`src/rtl/platform_rom_arbiter_pkg.sv`:
```
// Shared constants and types for the program-memory arbiter.
package platform_rom_arbiter_pkg;

  localparam int unsigned NUM_REQ = 2;

  // Requester indices: instruction master and data master
  localparam logic REQ_INSTR = 1'b0;
  localparam logic REQ_DATA  = 1'b1;

  // Read-response tag travelling alongside the memory read latency
  typedef struct packed {
    logic valid;
    logic owner;
  } tag_t;

endpackage

```
`src/rtl/platform_rom_arbiter_rr_arb2.sv`:
```
// Two-way round-robin grant; pointer names the side that wins a tie.
module platform_rom_arbiter_rr_arb2
  import platform_rom_arbiter_pkg::*;
(
  input  logic       clk,
  input  logic       reset,
  input  logic       en,
  input  logic [1:0] req,
  output logic [1:0] gnt_c
);

  logic ptr_q;
  logic ptr_d;

  // Grant selection and pointer update; pointer moves to the loser after any grant
  always_comb begin
    gnt_c = 2'b00;
    ptr_d = ptr_q;
    if (en) begin
      case (req)
        2'b01:   gnt_c = 2'b01;
        2'b10:   gnt_c = 2'b10;
        2'b11:   gnt_c = (ptr_q == REQ_DATA) ? 2'b10 : 2'b01;
        default: gnt_c = 2'b00;
      endcase
      if (gnt_c != 2'b00) begin
        ptr_d = gnt_c[0] ? REQ_DATA : REQ_INSTR;
      end
    end
  end

  // Pointer register, instruction master favoured out of reset
  always_ff @(posedge clk) begin
    if (reset) begin
      ptr_q <= REQ_INSTR;
    end else begin
      ptr_q <= ptr_d;
    end
  end

endmodule

```
`src/rtl/platform_rom_arbiter.sv`:
```
// Two-requester arbiter sharing the single-port program memory.
module platform_rom_arbiter
  import platform_rom_arbiter_pkg::*;
#(
  parameter int unsigned ADDR_W = 10,
  parameter int unsigned DATA_W = 32,
  parameter int unsigned RD_LAT = 1
) (
  input  logic                clk,
  input  logic                reset,
  input  logic                reset_req,
  input  logic [ADDR_W-1:0]   r0_address,
  input  logic                r0_read,
  input  logic                r0_write,
  input  logic [DATA_W/8-1:0] r0_byteenable,
  input  logic [DATA_W-1:0]   r0_writedata,
  input  logic                r0_debugaccess,
  output logic                r0_waitrequest,
  output logic [DATA_W-1:0]   r0_readdata,
  output logic                r0_readdatavalid,
  input  logic [ADDR_W-1:0]   r1_address,
  input  logic                r1_read,
  input  logic                r1_write,
  input  logic [DATA_W/8-1:0] r1_byteenable,
  input  logic [DATA_W-1:0]   r1_writedata,
  input  logic                r1_debugaccess,
  output logic                r1_waitrequest,
  output logic [DATA_W-1:0]   r1_readdata,
  output logic                r1_readdatavalid,
  output logic [ADDR_W-1:0]   mem_address,
  output logic [DATA_W/8-1:0] mem_byteenable,
  output logic                mem_chipselect,
  output logic                mem_write,
  output logic [DATA_W-1:0]   mem_writedata,
  output logic                mem_debugaccess,
  output logic                mem_clken,
  input  logic [DATA_W-1:0]   mem_readdata,
  output logic                wr_viol,
  output logic                busy
);

  logic              en_c;
  logic [1:0]        req_c;
  logic [1:0]        gnt_c;
  logic              granted_c;
  logic              sel_c;
  logic              w_rd_c;
  logic              w_wr_c;
  logic              w_dbg_c;
  logic              viol_c;
  logic              rdv0_c;
  logic              rdv1_c;
  tag_t              tail_c;
  tag_t              tags_q [RD_LAT];
  tag_t              tags_d [RD_LAT];
  logic [DATA_W-1:0] rdata0_q;
  logic [DATA_W-1:0] rdata0_d;
  logic [DATA_W-1:0] rdata1_q;
  logic [DATA_W-1:0] rdata1_d;
  logic              busy_q;
  logic              busy_d;
  logic              wr_viol_q;
  logic              wr_viol_d;

  assign en_c      = ~reset & ~reset_req;
  assign req_c     = {r1_read | r1_write, r0_read | r0_write};
  assign mem_clken = 1'b1;

  platform_rom_arbiter_rr_arb2 u_rr_arb2 (
    .clk   (clk),
    .reset (reset),
    .en    (en_c),
    .req   (req_c),
    .gnt_c (gnt_c)
  );

  // Winner's command onto the memory port; writes lacking debugaccess are swallowed
  always_comb begin
    granted_c       = |gnt_c;
    sel_c           = gnt_c[REQ_DATA];
    w_rd_c          = sel_c ? r1_read        : r0_read;
    w_wr_c          = sel_c ? r1_write       : r0_write;
    w_dbg_c         = sel_c ? r1_debugaccess : r0_debugaccess;
    mem_address     = sel_c ? r1_address     : r0_address;
    mem_byteenable  = sel_c ? r1_byteenable  : r0_byteenable;
    mem_writedata   = sel_c ? r1_writedata   : r0_writedata;
    mem_chipselect  = granted_c & (w_rd_c | (w_wr_c & w_dbg_c));
    mem_write       = granted_c & ~w_rd_c & w_wr_c & w_dbg_c;
    mem_debugaccess = granted_c & w_dbg_c;
    viol_c          = granted_c & ~w_rd_c & w_wr_c & ~w_dbg_c;
    r0_waitrequest  = ~en_c | (req_c[REQ_INSTR] & ~gnt_c[REQ_INSTR]);
    r1_waitrequest  = ~en_c | (req_c[REQ_DATA]  & ~gnt_c[REQ_DATA]);
  end

  // Tag pipe advance, response steering and held read data
  always_comb begin
    tags_d[0].valid = granted_c & w_rd_c;
    tags_d[0].owner = sel_c;
    for (int i = 1; i < int'(RD_LAT); i++) begin
      tags_d[i] = tags_q[i-1];
    end
    tail_c   = tags_q[RD_LAT-1];
    rdv0_c   = ~reset & tail_c.valid & (tail_c.owner == REQ_INSTR);
    rdv1_c   = ~reset & tail_c.valid & (tail_c.owner == REQ_DATA);
    rdata0_d = rdv0_c ? mem_readdata : rdata0_q;
    rdata1_d = rdv1_c ? mem_readdata : rdata1_q;
    busy_d   = 1'b0;
    for (int i = 0; i < int'(RD_LAT); i++) begin
      busy_d = busy_d | tags_d[i].valid;
    end
    wr_viol_d = wr_viol_q | viol_c;
  end

  assign r0_readdatavalid = rdv0_c;
  assign r1_readdatavalid = rdv1_c;
  assign r0_readdata      = rdata0_d;
  assign r1_readdata      = rdata1_d;
  assign busy             = busy_q;
  assign wr_viol          = wr_viol_q;

  // State registers; reset discards in-flight tags
  always_ff @(posedge clk) begin
    if (reset) begin
      for (int i = 0; i < int'(RD_LAT); i++) begin
        tags_q[i] <= '0;
      end
      rdata0_q  <= '0;
      rdata1_q  <= '0;
      busy_q    <= 1'b0;
      wr_viol_q <= 1'b0;
    end else begin
      for (int i = 0; i < int'(RD_LAT); i++) begin
        tags_q[i] <= tags_d[i];
      end
      rdata0_q  <= rdata0_d;
      rdata1_q  <= rdata1_d;
      busy_q    <= busy_d;
      wr_viol_q <= wr_viol_d;
    end
  end

  // Read and write asserted together is a requester protocol error
  always_ff @(posedge clk) begin
    if (!reset) begin
      a_r0_rw_excl: assert (!(r0_read && r0_write));
      a_r1_rw_excl: assert (!(r1_read && r1_write));
    end
  end

endmodule

```
`config.mk`:
```
export PLATFORM = sky130hd
export DESIGN_NAME = platform_rom_arbiter
export DESIGN_NICKNAME = d
export VERILOG_FILES = /design/src/rtl/platform_rom_arbiter_pkg.sv /design/src/rtl/platform_rom_arbiter_rr_arb2.sv /design/src/rtl/platform_rom_arbiter.sv
export SDC_FILE = /design/constraint.sdc
export NUM_CORES = 1
export LEC_CHECK = 0
export CAP_MARGIN = 20
export CORE_AREA = 2 2 97 99
export DETAILED_ROUTE_END_ITERATION = 8
export DIE_AREA = 0 0 99 101
export DONT_BUFFER_PORTS = 1
export SYNTH_ARGS = -nofsm -noshare
export SYNTH_HDL_FRONTEND = slang
export SYNTH_HIERARCHICAL = 1
export SYNTH_SLANG_ARGS = --single-unit
```
`constraint.sdc`:
```
create_clock -name clk -period 4.2 [get_ports clk]
set_input_delay 0.63 -clock clk [delete_from_list [all_inputs] [get_ports clk]]
set_output_delay 0.63 -clock clk [all_outputs]
set_load 0.01 [all_outputs]
```
=== After elaboration in Yosys (flattened, before gate mapping) ===
Memories as Yosys holds them, arrays and structs flattened.
Index checks and enable logic that the tools add are counted.

* Equal/unequal tests: 3
* Multiplexer cells: 18
* Bitwise gates (word level): 28
* Reductions and logical operators: 4

{| class="wikitable"
|+ Operators by type and width
! cell !! count
|-
| $mux W32 || 3
|-
| $and A1 B1 Y1 || 14
|-
| $mux W10 || 1
|-
| $mux W1 || 8
|-
| $mux W2 || 4
|-
| $not A1 Y1 || 8
|-
| $or A1 B1 Y1 || 6
|-
| $pmux W2 S3 || 1
|-
| $eq A2 B2 Y1 const B || 2
|-
| $mux W4 || 1
|-
| $reduce_or A2 Y1 || 2
|-
| $eq A2 B1 Y1 const B || 1
|-
| $reduce_and A2 Y1 || 1
|-
| $reduce_bool A2 Y1 || 1
|}

* Bits in registers: 67
* RAM bits: 2
* Memories: 1

{| class="wikitable"
|+ Memory list
! name !! words !! width !! read ports !! clocked after Yosys merged registers in !! wr ports !! RTL line !! text
|-
| tags_q || 1 || 2 || 1 || 0 || 1 || platform_rom_arbiter.sv:54 || <nowiki>tag_t tags_q [RD_LAT];</nowiki>
|}

=== Depth between registers and ports, before layout ===
* Word-level depth: 11
* Depth in mapped cells: 8
* Depth with buffers taken out: 7

=== Modules after synthesis ===
Netlist, hierarchy kept.

{| class="wikitable"
|+ By module, submodules not included
! module !! instances !! cells each !! area an instance (µm²)
|-
| platform_rom_arbiter || 1 || 288 || 3397.0
|-
| platform_rom_arbiter_rr_arb2 || 1 || 8 || 55.1
|}

=== Worst setup path before layout ===
Ideal clock, no wire load.

* Path type: in2out
* Start: input port reset
* End: output port mem_address[0]
* Arrival time: 2.102 ns
* Setup slack: 1.468 ns
* Stages: 7
* Path through: clkbuf_1 > nor2_1 > nand2_1 > a21oi_1 > clkbuf_1 > buf_2 > mux2_2

* Longest elaborated chain between the ends: 4

{| class="wikitable"
|+ RTL lines
! element !! RTL line !! text
|-
| from (decl) || platform_rom_arbiter.sv:10 || <nowiki>input logic reset,</nowiki>
|-
| $not A1 Y1 || platform_rom_arbiter.sv:65 || <nowiki>assign en_c = ~reset & ~reset_req;</nowiki>
|-
| $and A1 B1 Y1 || platform_rom_arbiter.sv:65 ||
|-
| net en_c || platform_rom_arbiter.sv:42 || <nowiki>logic en_c;</nowiki>
|-
| $mux W2 || platform_rom_arbiter_rr_arb2.sv:19 || <nowiki>if (en) begin</nowiki>
|-
| net gnt_c[1] || platform_rom_arbiter.sv:44 || <nowiki>logic [1:0] gnt_c;</nowiki>
|-
| $mux W10 || platform_rom_arbiter.sv:84 || <nowiki>mem_address = sel_c ? r1_address : r0_address;</nowiki>
|-
| to (decl) || platform_rom_arbiter.sv:30 || <nowiki>output logic [ADDR_W-1:0] mem_address,</nowiki>
|}

The timed path passes the listed nets, and every way through them passes these cells.

=== Worst setup path in the final report ===
* Start: input port reset
* End: output port mem_byteenable[1]

* Longest elaborated chain between the ends: 4

{| class="wikitable"
|+ RTL lines
! element !! RTL line !! text
|-
| $not A1 Y1 || platform_rom_arbiter.sv:65 ||
|-
| $and A1 B1 Y1 || platform_rom_arbiter.sv:65 ||
|-
| $mux W2 || platform_rom_arbiter_rr_arb2.sv:19 ||
|-
| net gnt_c[1] || platform_rom_arbiter.sv:44 ||
|-
| $mux W4 || platform_rom_arbiter.sv:85 || <nowiki>mem_byteenable = sel_c ? r1_byteenable : r0_byteenable;</nowiki>
|-
| to (decl) || platform_rom_arbiter.sv:31 || <nowiki>output logic [DATA_W/8-1:0] mem_byteenable,</nowiki>
|}

The timed path passes the listed nets, and every way through them passes these cells.

==> flow_summary.ini <==
[grt]
grt_max_degree = 72
globalRouteOverflowTotal = 0
grt_pass1_wl_um = 13200
first_global_vias = 2131
antenna_found_initial = 0
track_usage_pct = 18.1

[setup_path]
crit_buf_inv = 1
required_ps = 3570
cp_slowest_cell = buf_4
path_delay_family = buffers and inverters
crit_type = input pin to output pin
startpoint_type = input pin
crit_cells = 5
crit_fanout = 71
rr_worst_depth = 4
arrival_ps = 2360
r2r_setup_slack_ps = 2370
crit_chain = nor2_1, nand2_1, a21oi_4, buf_4, mux2_2
crit_path_max_incr_delay_ps = 490
endpoint_kind = output pin

[timing]
drv_slew = 0
tightest_slew_ps = 503
slew_headroom_pct = 66.1
skew_ps = 8.63
whs_ps = 356
post-route-min-period_ps = 2990
max_freq_mhz = 335
setup_viol = 0
finalHoldViolCount = 0
fin_crit_sh_pct = 71.2
rsz0062_at_grt = no
tns_ps = 0

[route]
dr.first_iter.drc_count = 75
wl_met1_um = 3540
routed_wl_um = 9660
highest_layer = met4
vias_per_cell = 5.31
dr.pass1.iters = 4
ant_nets = 0
wl_met2_um = 4890
drc = 0
route.met3.wl_um = 1150
drt-wirelength-per-cell_um = 23.8
num_vias = 2149

[layout]
final_cell_mix = 68 x dfxtp_1, 64 x mux2_2, 37 x nor2b_1
instances_no_fill = 405
final_cell_area_um2 = 3650
num_antenna_cells = 0
syn_to_final_growth_pct = 5.80
final.fill_count = 856
final_common_cell = dfxtp_1
nNetsFinal = 423
drive_gt1_share_pct = 35.4

[floorplanning]
start_util_pct = 38.5
die_area_um2 = 10000
coreArea_um2 = 8980
fp.dieW_um = 99
core.rowCount = 35
dieHeight_um = 101
ios = 253

[clocking]
cts_hold_buf = 0
clockRootBuffer = clkbuf_8
cts_buffers = 9
clkTransAtPathRegs_ps = 70
cts_sinks = 68
clk_path_buf_depth = 2
cts_setup_buffers = 0
cts_tree = yes
post_cts_resized = 0
htreeDepth = 3
worst_skew_pair.late_latency_ps = 340

[yosys]
netlist_instances = 296
yosysSeqAreaShare_pct = 39.4
synthDistinctLibCells = 25
yosysTopAreaCell = dfxtp_1
synth_area_um2 = 3450
synth.area.top_cells = dfxtp_1 39%, mux2_2 21%, mux2_4 8.7%
ys_ff_latch = 68
synth_top_area_share_pct = 39.4
syn_avg_cell_area_um2 = 11.7
syn_nets = 429
ys_warn_count = 6

[power]
peakVddDrop_mv = 0.108
p_total_w = 0.00121
power.density_nw_per_um2 = 331
leakage_nw = 1.60

[place]
gp_congestion = 0.872
dp_hpwl_um = 7750
placed_area_um2 = 3490
port_buffers = 0
post-place-cells = 390

[run]
maxCapViolCount = 0

[hold_path]
worstHoldPathCells = 1
hp-class = input pin to flop

[run_status]
status = finished, final reports clean
[worst reg2reg max path, cell delays in order, from the launching register on]
cell and delay (ps):
dfxtp_1 490, nor3b_4 260, buf_4 380, mux2_2 440, and2b_1 170
[per-layer routing]
| layer | up-vias | global-route usage (%) |
|---|---|---|
| met5 | - | 0 |
| met4 | 0 | 5.06 |
| met3 | 6 | 9.78 |
| met2 | 131 | 31.0 |
| met1 | 1022 | 19.4 |
| li1 | 990 | - |
[power breakdown]
group	internal [W]	switching (W)	total, W
clock network	0.000207	0.000237	0.000445
logic	0.0000512	0.0000584	0.000110
registers	0.000650	0.00000314	0.000653
[through the flow]
stage | util [%] | setup WS [ps]
after CTS | 40.7 | 1240
after global placement | 38.9 | 1320
after global routing | 40.7 | 1090
after detailed placement | 38.9 | 1230
after floorplan | - | 1470
final | 40.7 | 1210
[state kept, by name (all words and copies together) (netlist names)]
name and count:
busy 1, rdata0_q 32, rdata1_q 32, tags_q 1, u_rr_arb2/ptr_q 1, wr_viol 1
[logic make-up after synthesis]
group / Yosys count / synth area share, %
mux: 111 / 38.3
simple gates: 77 / 15.4
flops: 68 / 39.4
buf+inv: 27 / 4.53
compound gates: 12 / 2.14
other cells: 1 / 0.109
[area by class of cell]
cell class                 count  area (um^2)  share of cell area [%]
clock inverter                 5         30.0                   0.822
multi-input combinational    201         1950                    53.3
clock buffer                  10          128                    3.49
sequential                    68         1360                    37.3
inverter                       7         26.3                   0.719
tap                          111          139                    3.80
timing repair buffer           3         22.5                   0.617
[Yosys cell counts, drive strengths merged]
cell type  number
mux2          110
dfxtp          68
nor2b          37
and2b          29
buf            12
clkbuf          8
inv             7
nor2            5
a21oi           4
o21ai           3
a22oi           2
nand2           2
nor3b           2
a311oi          1
a31oi           1
a41oi           1
conb            1
mux2i           1
nand3b          1
nand4bb         1
[path summary, 6_finish.rpt]
| check | startpoint | to |
|---|---|---|
| setup reg to reg | busy$_SDFF_PP0_ | rdata0_q[25]$_SDFF_PP0_ |
| hold / removal | reset | rdata1_q[16]$_SDFF_PP0_ |
| setup / recovery | reset | mem_byteenable[1] |
| hold reg to reg | u_rr_arb2/ptr_q$_SDFFE_PP0P_ | u_rr_arb2/ptr_q$_SDFFE_PP0P_ |
No activity file was read; power rests on OpenSTA's default activity.
